`src/rtl/addsub_rs_scheduler.sv`:
```
// rtl/addsub_rs_scheduler.sv - round-robin issue scheduler for the shared add/sub FU
// Picks a ready RS entry, runs the FU, then holds the tagged result on the CDB until acked.
module addsub_rs_scheduler #(
    parameter int N_RS    = 3,
    parameter int DATA_W  = 9,
    parameter int TAG_W   = 3,
    parameter int TIMEOUT = 8
) (
    input  logic                    clk,
    input  logic                    reset,
    input  logic [N_RS-1:0]         rs_ready,
    input  logic [3*N_RS-1:0]       rs_op,
    input  logic [DATA_W*N_RS-1:0]  rs_vj,
    input  logic [DATA_W*N_RS-1:0]  rs_vk,
    input  logic [TAG_W*N_RS-1:0]   rs_tag,
    output logic [N_RS-1:0]         rs_grant,
    output logic                    fu_run,
    output logic [DATA_W-1:0]       fu_x,
    output logic [DATA_W-1:0]       fu_y,
    output logic [2:0]              fu_op,
    input  logic                    fu_done,
    input  logic [DATA_W-1:0]       fu_result,
    output logic                    cdb_valid,
    output logic [DATA_W-1:0]       cdb_data,
    output logic [TAG_W-1:0]        cdb_tag,
    output logic                    cdb_err,
    input  logic                    cdb_ack,
    output logic                    busy
);
    localparam int PTR_W = (N_RS > 1) ? $clog2(N_RS) : 1;
    localparam int CNT_W = $clog2(TIMEOUT + 1);

    localparam logic [1:0] S_IDLE = 2'd0;
    localparam logic [1:0] S_EXEC = 2'd1;
    localparam logic [1:0] S_WB   = 2'd2;

    logic [1:0]        state;
    logic [PTR_W-1:0]  rr_ptr;
    logic [PTR_W-1:0]  pick;
    logic              pick_valid;
    logic [CNT_W-1:0]  cycle_cnt;
    logic [N_RS-1:0]   grant_vec;
    logic [2:0]        sel_op;
    logic [DATA_W-1:0] sel_vj;
    logic [DATA_W-1:0] sel_vk;
    logic [TAG_W-1:0]  sel_tag;
    logic              sel_legal;

    // Scan from rr_ptr upward with wrap; the first ready entry wins.
    always_comb begin
        int               idx;
        logic [PTR_W-1:0] cand;
        idx        = 0;
        cand       = '0;
        pick_valid = 1'b0;
        pick       = '0;
        for (int k = 0; k < N_RS; k++) begin
            idx = int'(rr_ptr) + k;
            if (idx >= N_RS) begin
                idx = idx - N_RS;
            end
            cand = PTR_W'(idx);
            if (!pick_valid && rs_ready[cand]) begin
                pick_valid = 1'b1;
                pick       = cand;
            end
        end
    end

    always_comb begin
        sel_op    = '0;
        sel_vj    = '0;
        sel_vk    = '0;
        sel_tag   = '0;
        grant_vec = '0;
        for (int k = 0; k < N_RS; k++) begin
            if (PTR_W'(k) == pick) begin
                sel_op       = rs_op[3*k +: 3];
                sel_vj       = rs_vj[DATA_W*k +: DATA_W];
                sel_vk       = rs_vk[DATA_W*k +: DATA_W];
                sel_tag      = rs_tag[TAG_W*k +: TAG_W];
                grant_vec[k] = pick_valid;
            end
        end
        sel_legal = (sel_op[2:1] == 2'b00);
    end

    always_ff @(posedge clk) begin
        if (reset) begin
            state     <= S_IDLE;
            rr_ptr    <= '0;
            cycle_cnt <= '0;
            rs_grant  <= '0;
            fu_run    <= 1'b0;
            fu_x      <= '0;
            fu_y      <= '0;
            fu_op     <= '0;
            cdb_valid <= 1'b0;
            cdb_data  <= '0;
            cdb_tag   <= '0;
            cdb_err   <= 1'b0;
            busy      <= 1'b0;
        end else begin
            rs_grant <= '0;
            case (state)
                S_IDLE: begin
                    if (pick_valid) begin
                        rs_grant <= grant_vec;
                        rr_ptr   <= (pick == PTR_W'(N_RS - 1)) ? '0 : pick + 1'b1;
                        fu_x     <= sel_vj;
                        fu_y     <= sel_vk;
                        fu_op    <= sel_op;
                        cdb_tag  <= sel_tag;
                        busy     <= 1'b1;
                        if (sel_legal) begin
                            state     <= S_EXEC;
                            fu_run    <= 1'b1;
                            cycle_cnt <= CNT_W'(1);
                        end else begin
                            // Illegal opcode skips the FU and reports straight away.
                            state     <= S_WB;
                            cdb_valid <= 1'b1;
                            cdb_data  <= '0;
                            cdb_err   <= 1'b1;
                        end
                    end
                end
                S_EXEC: begin
                    if (fu_done) begin
                        state     <= S_WB;
                        fu_run    <= 1'b0;
                        cdb_valid <= 1'b1;
                        cdb_data  <= fu_result;
                        cdb_err   <= 1'b0;
                    end else if (cycle_cnt == CNT_W'(TIMEOUT)) begin
                        state     <= S_WB;
                        fu_run    <= 1'b0;
                        cdb_valid <= 1'b1;
                        cdb_data  <= '0;
                        cdb_err   <= 1'b1;
                    end else begin
                        cycle_cnt <= cycle_cnt + 1'b1;
                    end
                end
                S_WB: begin
                    if (cdb_ack) begin
                        state     <= S_IDLE;
                        cdb_valid <= 1'b0;
                        busy      <= 1'b0;
                    end
                end
                default: begin
                    state <= S_IDLE;
                end
            endcase
        end
    end
endmodule

```
`config.mk`:
```
export PLATFORM = sky130hd
export DESIGN_NAME = addsub_rs_scheduler
export DESIGN_NICKNAME = d
export VERILOG_FILES = /design/src/rtl/addsub_rs_scheduler.sv
export SDC_FILE = /design/constraint.sdc
export NUM_CORES = 1
export LEC_CHECK = 0
export ABC_AREA = 1
export CORE_MARGIN = 4
export CORE_UTILIZATION = 41
export DETAILED_ROUTE_END_ITERATION = 10
export HOLD_SLACK_MARGIN = 0.03
export PLACE_DENSITY = 0.81
export SKIP_LAST_GASP = 1
export SLEW_MARGIN = 40
export SYNTH_ARGS = -nofsm -noshare
export SYNTH_HDL_FRONTEND = slang
export SYNTH_SLANG_ARGS = --single-unit
```
`constraint.sdc`:
```
create_clock -name clk -period 2.75 [get_ports clk]
set_input_delay 0.275 -clock clk [delete_from_list [all_inputs] [get_ports clk]]
set_output_delay 0.275 -clock clk [all_outputs]
set_load 0.03 [all_outputs]
```
==> flow_summary.ini, run 1 <==
[setup_path]
critPathMaxStageDelay_ns = 0.39
cp.required_ns = 2.96
timing.rr.start = rr_ptr[0]
cp_common_cell = nand2_2
worstPathArrival_ns = 2.73
crit_family = simple AND/OR/NAND/NOR gates
slowest_stage = dfxtp_1
path_cells = inv_1, ha_2, inv_1, nand2_1, nand2_2, a21oi_4, nand4_1, nand2_2, inv_2, or2_0, nand2_2, nand3_4, buf_4, a21oi_1, nor2_1
critPathLaunchType = flip-flop
crit_buf_inv = 4
path_max_fanout = 10
worstRegToRegCells = 15
r2r_slack_ns = 0.23
worstReg2RegEnd = cdb_valid
crit_type = reg2reg
endpoint_kind = flip-flop

[run_status]
status = complete, no violations

[route]
routedWlPerCell_um = 15.3
vias_per_cell = 5.33
drtPass1Iterations = 4
detail-route-antenna-nets = 0
routed_wl_um = 8910
dr_total_vias = 3094
drcViolationCount = 0
first_iter_violations = 170

[yosys]
ys.warnings.count = 0
synth-seq-area-share = 0.365
async_reset_ff_frac = 0
synth_cells = 381
ys_ff_latch = 48
syn_area_per_cell_um2 = 6.91
synth_nets = 478
synth.distinct_cells = 30
synth-main-ff-cell = dfxtp_1
synth_area_um2 = 2630
synth-edff-count = 0

[placement]
place_inst = 568
gp_congestion = 0.817
hpwl_um = 6520
port_buffers = 127

[power]
power_leakage_nw = 1.67
pwr_density_cell_nw_per_um2 = 1170
ir_drop_mv = 0.789

[sta]
fin_tns_setup_ns = 0
slew_headroom = 0.627
hold_viol_final = 0
post-route-period-util = 0.917
fmax_mhz = 396
fin_worst_hold_slack_ns = 0.472
worstMarginPinSlew_ns = 0.560
fin_skew_ns = 0.00622
maxSlewViolCount = 0
period_minus_slack_ns = 2.52
setup_viol = 0

[grt]
grt_max_degree = 50
grt_use_total = 0.228
grt_pass1_vias = 2926
grt-ovfl-total = 0
antenna_found_initial = 0
grt_pass1_wl_um = 14000

[clock_tree]
root_buffer = clkbuf_8
cts_tree = yes
numCtsBuffers = 5
clock_sinks = 48
cts_hold_buf = 0
cts_buffer_depth = 2
insertion_delay_ns = 0.30
path_clk_slew_ns = 0.09
h-tree-depth = 2

[layout]
nNetsFinal = 602
stdcell_count = 581
drive_above_1_share = 0.0751
final_util = 0.681
syn_to_final_growth_pct = 56.8
n_antenna_cell = 0

[die]
initial_core_util = 0.434
fp.coreArea_um2 = 6060
fp.dieH_um = 88.1
die_area_um2 = 7770
io_pins = 128
fp-row-count = 28
die_w_um = 88.1

[hold_path]
whs_endpoint = cdb_data[3]
hold_depth = 2
hold_path.class = reg2reg
hold_start = cdb_data[3]

[job]
max_cap_violations = 0
[layer usage]
layer	vias to the layer above	wire [um]	GRT usage
li1	1531	-	-
met2	96	4550	0.398
met1	1446	3700	0.283
met4	0	197	0.0755
met5	-	0	0
met3	21	464	0.0423
[kinds of logic (layout without fill, tap and decap cells)]
family	Yosys count	in the layout	share of synthesized area
and+or+nand+nor	194	194	0.325
AOI/OAI and AO/OA	73	73	0.180
buffers and inverters	57	182	0.0874
DFF	48	48	0.365
adders and majority gates	9	9	0.0428
[worst max path at each step]
stage	start	end	cells past startpoint
after floorplan	rr_ptr[0]	cdb_valid	15
after global routing	rr_ptr[0]	cdb_data[2]	16
final	rr_ptr[0]	cdb_valid	15
after CTS	rr_ptr[0]	cdb_data[5]	16
after global placement	rs_ready[1]	cdb_data[8]	14
after detailed placement	rr_ptr[0]	cdb_data[5]	16
[report_power, final]
part | switching [mW] | total (mW) | internal (mW)
Sequential | 0.132 | 1.07 | 0.934
Clock | 0.242 | 0.511 | 0.269
Combinational | 2.02 | 3.25 | 1.22
[stage by stage]
| step | power, mW | setup WS [ns] | area [um2] |
|---|---|---|---|
| 3_5_place_dp | 4.16 | 0.201 | 3970 |
| 6_report | 4.82 | 0.228 | 4130 |
| 2_1_floorplan | 3.21 | 0.502 | 2630 |
| 3_3_place_gp | 4.09 | 0.313 | 3970 |
| 5_1_grt | 5.23 | -0.0204 | 4130 |
| 4_1_cts | 4.70 | 0.197 | 4080 |
[what timing repair did]
item | CTS | global route
setup buffers | 0 | 5
gates resized for setup | 0 | 3
setup endpoints to repair | 0 | 15
[final cells by class]
type	instances	area, um2
clock inverter	3	42.5
timing repair buffer	140	1380
inverter	34	128
fill	508	1930
sequential	48	961
clock buffer	5	68.8
tap	75	93.8
multi-input combinational	276	1450
[synth_stat cells, types with 2 or more instances]
library cell,number,share of area
buf_6,2,0.0086
inv_2,3,0.0043
nand4_1,8,0.019
dfxtp_1,48,0.37
nand2_2,5,0.012
nor3_1,2,0.0038
o211ai_1,6,0.017
a41oi_1,17,0.057
o21ai_0,23,0.044
buf_1,2,0.0029
nor2_1,27,0.038
a31oi_1,2,0.0048
clkbuf_1,18,0.026
ha_1,9,0.043
nand3_1,47,0.089
inv_1,30,0.043
nand2_1,99,0.14
a31o_2,2,0.0067
a21oi_1,20,0.038
[cell usage in the layout, fill, tap and decap left out, types with 4 or more instances in the layout]
cell / instances
nand2_2: 4
o211ai_1: 6
clkbuf_8: 5
nand4_1: 8
a41oi_1: 17
ha_1: 8
nor2_1: 27
inv_1: 30
buf_4: 12
a21oi_1: 20
clkdlybuf4s50_1: 127
nand2_1: 99
o21ai_0: 23
dfxtp_1: 48
nand3_1: 47
[state kept, by name, summed over array words and instances, names as in the netlist, 2 cells and up]
name and count:
state 2, fu_y 9, cycle_cnt 4, cdb_data 9
rs_grant 3, cdb_tag 3, rr_ptr 2, fu_x 9
fu_op 3
[worst register-to-register path, cell delays in order (launching register included)]
cell and delay, ns:
dfxtp_1 0.39, inv_1 0.08, ha_2 0.38, inv_1 0.07
nand2_1 0.07, nand2_2 0.06, a21oi_4 0.15, nand4_1 0.14
nand2_2 0.16, inv_2 0.09, or2_0 0.22, nand2_2 0.11
nand3_4 0.15, buf_4 0.19, a21oi_1 0.11, nor2_1 0.06
(Power assumes the default switching activity.)
==> run 2, diff against run 1 <==
Settings changed: CORE_ASPECT_RATIO set to 0.5, CORE_UTILIZATION 41 to 30, PLACE_DENSITY 0.81 to not set.
==> flow_summary.ini, run 2 (synthesized netlist as in run 1, its figures left out) <==
[sta]
post-route-period-util = 0.900
fmax_mhz = 404
slew_headroom = 0.617
fin_ws_ns = 0.276
hold_viol_final = 0
worstMarginPinSlew_ns = 0.575
fin_skew_ns = 0.00551
period_minus_slack_ns = 2.47
maxSlewViolCount = 0
rsz0062_at_grt = false
fin_worst_hold_slack_ns = 0.465
setup_viol = 0
fin_tns_setup_ns = 0

[grt]
grt-ovfl-total = 0
grt_pass1_vias = 2893
grt_pass1_wl_um = 14000
grt_max_degree = 30
antenna_found_initial = 0
grt_use_total = 0.166

[layout]
mostFrequentLayoutCells = clkdlybuf4s50_1 (127), nand2_1 (99), dfxtp_1 (48)
final_util = 0.506
syn_to_final_growth_pct = 58.8
fin_area_um2 = 4180
reg_top3 = cdb_data x9, fu_x x9, fu_y x9
final_common_cell = clkdlybuf4s50_1
nFillCells = 842
n_antenna_cell = 0
nNetsFinal = 603
drive_above_1_share = 0.0711

[die]
die_w_um = 140
initial_core_util = 0.319
io_pins = 128
die_area_um2 = 10400
fp.dieH_um = 74.2
fp.coreArea_um2 = 8260
fp-row-count = 23

[setup_path]
worstPathArrival_ns = 2.69
worstRegToRegCells = 16
cp_common_cell = nand2_1
worstReg2RegEnd = cdb_data[7]
path_cells = inv_1, ha_1, inv_1, nand2_1, nand2_2, a21oi_4, nand4_1, nand2_2, buf_4, nand2_1, nand2_1, nor2_2, nand3_4, buf_4, nand3_1, a21oi_1
crit_path_end = cdb_data[7]
critPathMaxStageDelay_ns = 0.38
worstSetupStartpoint = rr_ptr[0]
critPathLaunchType = flip-flop
endpoint_kind = flip-flop
r2r_slack_ns = 0.28
slowest_stage = dfxtp_1
path_max_fanout = 13
crit_type = reg2reg
timing.rr.start = rr_ptr[0]
cp.required_ns = 2.97

[placement]
dp_slack_ns = 0.258
place_area_um2 = 4030
port_buffers = 127
hpwl_um = 6410
gp_congestion = 0.778

[route]
drtPass1Iterations = 4
detail-route-antenna-nets = 0
routedWlPerCell_um = 13.8
routed_wl_um = 8530
first_iter_violations = 79
vias_per_cell = 4.77
dr_total_vias = 2950
drcViolationCount = 0

[hold_path]
hold_path.class = reg2reg

[clock_tree]
cts_resized = 0
path_clk_slew_ns = 0.06
h-tree-depth = 2
clock_sinks = 48
numCtsBuffers = 5
cts_tree = yes
insertion_delay_ns = 0.29
cts_buffer_depth = 2
root_buffer = clkbuf_16

[power]
ir_drop_mv = 0.565
power_leakage_nw = 1.68
pwr_density_cell_nw_per_um2 = 1140

[job]
max_cap_violations = 0

[run_status]
status = complete, no violations
## run 2: cell count changes in the layout (fill, tap and decap cells not counted), sizes merged
cell      delta
buf          +1
clkbuf       +1
clkinvlp     -1
bufinv       -1
## run 2: cell type report
cell class | instances | area [um2] | share of cell area
multi-input cells | 276 | 1440 | 0.345
repair buffers | 141 | 1380 | 0.329
flip-flops and latches | 48 | 961 | 0.230
well taps | 112 | 140 | 0.0335
clock buffers | 6 | 129 | 0.0308
inverters | 34 | 128 | 0.0305
clock inverters | 1 | 5.00 | 0.00120
## run 2: how the worst min path moves through the flow
stage	cells after the start	to	startpoint	slack (ns)
5_1_grt	2	cdb_data[1]	cdb_data[1]	0.50
4_1_cts	2	cdb_data[1]	cdb_data[1]	0.47
3_5_place_dp	2	cdb_data[1]	cdb_data[1]	0.46
2_1_floorplan	1	busy	cdb_ack	0.39
6_report	2	cdb_data[1]	cdb_data[1]	0.46
3_3_place_gp	2	cdb_data[1]	cdb_data[1]	0.45
## run 2: routing by layer
layer,global-route usage,routed length [um]
met1,0.197,3650
met2,0.280,3870
met3,0.0803,950
met4,0.0290,57
met5,0,0
## run 2: stage by stage
step           total power [mW]  std cells
6_report                   4.78        618
5_1_grt                    5.26        618
4_1_cts                    4.81        616
3_5_place_dp               4.21        609
3_3_place_gp               4.21        609
2_1_floorplan              3.21        381
## run 2: worst max-delay path: cells and delay by family (launching register included)
kind | cells | cell delay (ns)
flops | 1 | 0.38
fa+ha+maj | 1 | 0.37
compound gates | 2 | 0.30
buf+inv | 4 | 0.52
simple gates | 9 | 0.83
## run 2: what timing repair did
item                       in CTS  in global routing
hold buffers                    0                  0
setup endpoints to repair       0                  1
buffers inserted                0                  2
## run 2: power by group
group	switching, mW	internal [mW]
clock network	0.246	0.331
logic	1.96	1.18
registers	0.126	0.935
total	2.34	2.44
==> run 3, diff against run 2 <==
Settings changed: DONT_BUFFER_PORTS set to 1.
==> flow_summary.ini, run 3 (synthesized netlist as in run 1, its figures left out) <==
[sta]
period_minus_slack_ns = 2.58
fin_worst_hold_slack_ns = 0.0485
fmax_mhz = 388
fin_tns_setup_ns = 0
post-route-period-util = 0.938
maxSlewViolCount = 0
fin_ws_ns = 0.171
rsz0062_at_grt = true
fin_skew_ns = 0.00398
setup_viol = 0
hold_viol_final = 0
worstMarginPinSlew_ns = 0.625
slew_headroom = 0.583

[power]
power_leakage_nw = 1.20
pwr_density_cell_nw_per_um2 = 1520
ir_drop_mv = 0.415

[setup_path]
worstReg2RegEnd = cdb_data[0]
worstPathArrival_ns = 2.76
crit_family = simple AND/OR/NAND/NOR gates
endpoint_kind = flip-flop
worstRegToRegCells = 15
crit_buf_inv = 4
path_max_fanout = 12
crit_type = reg2reg
critPathLaunchType = flip-flop
timing.rr.start = rr_ptr[0]
r2r_slack_ns = 0.17
path_cells = inv_1, ha_1, inv_1, nand2_1, nand2_2, a21oi_4, nand4_1, nand2_2, inv_2, or2_0, nand2_2, nand3_4, buf_4, nand3_1, a21oi_1
cp.required_ns = 2.93
slowest_stage = dfxtp_1
critPathMaxStageDelay_ns = 0.38
cp_common_cell = nand2_2

[die]
die_w_um = 140
fp.dieH_um = 74.2
die_area_um2 = 10400
initial_core_util = 0.319
io_pins = 128
fp.coreArea_um2 = 8260
fp-row-count = 23

[grt]
grt-ovfl-total = 0
grt_use_total = 0.141
grt_pass1_wl_um = 11800
grt_max_degree = 50
grt_pass1_vias = 2338
antenna_found_initial = 0

[clock_tree]
path_clk_slew_ns = 0.07
clock_sinks = 48
h-tree-depth = 2
cts_hold_buf = 0
numCtsBuffers = 5
root_buffer = clkbuf_16
cts_tree = yes
cts_buffer_depth = 2
insertion_delay_ns = 0.29

[route]
drcViolationCount = 0
drtPass1Iterations = 4
first_iter_violations = 107
routedWlPerCell_um = 15.5
detail-route-antenna-nets = 0
routed_wl_um = 7560
vias_per_cell = 5.19
dr_total_vias = 2537

[hold_path]
hold_path.class = in2reg
hold_depth = 1
hold_start = reset
whs_endpoint = cdb_data[2]

[layout]
drive_above_1_share = 0.0928
stdcell_count = 489
final_common_cell = nand2_1
syn_to_final_growth_pct = 11.9
reg_top3 = cdb_data x9, fu_x x9, fu_y x9
mostFrequentLayoutCells = nand2_1 (99), dfxtp_1 (48), nand3_1 (47)
n_antenna_cell = 0
final_util = 0.357
nNetsFinal = 473

[placement]
place_inst = 479
hpwl_um = 5600
dp_slack_ns = 0.204
port_buffers = 0
gp_congestion = 0.897

[run_status]
status = complete, no violations

[job]
max_cap_violations = 0
[run 3: metrics by stage]
| step | instance area (um2) | power [mW] |
|---|---|---|
| 2_1_floorplan | 2630 | 3.21 |
| 3_3_place_gp | 2740 | 3.69 |
| 3_5_place_dp | 2740 | 3.69 |
| 4_1_cts | 2910 | 4.44 |
| 5_1_grt | 2950 | 4.91 |
| 6_report | 2950 | 4.47 |
[run 3: layout make-up]
class	count	area, um2
flip-flops and latches	48	961
clock inverters	3	46.3
inverters	34	128
fillers	889	5310
repair buffers	11	86.3
clock buffers	5	125
well taps	112	140
multi-input cells	276	1460
[run 3: power breakdown]
group	switching [mW]	internal (mW)	leakage, nW
clock	0.284	0.433	0.0804
combinational	1.52	0.788	0.721
sequential	0.513	0.935	0.396
total	2.31	2.16	1.20
[run 3: timing repair]
action,CTS,global route
setup endpoints to repair,0,12
resized for setup,0,3
buffers inserted,0,2
[run 3: worst max path at each step]
stage	endpoint	startpoint	cells past startpoint	slack, ns
finish	cdb_data[0]	rr_ptr[0]	15	0.17
detailed placement	cdb_data[0]	rr_ptr[0]	15	0.20
global placement	cdb_data[8]	rr_ptr[0]	16	0.24
CTS	cdb_data[0]	rr_ptr[0]	15	0.17
floorplan	cdb_valid	rr_ptr[0]	15	0.50
global route	cdb_data[0]	rr_ptr[0]	16	-0.02
[run 3: layer usage]
metal,up-vias,global-route usage,part of all wire
met5,-,0,0
met4,0,0.0333,0.012
met3,7,0.0597,0.13
met2,117,0.228,0.45
met1,1140,0.177,0.42
li1,1273,-,-
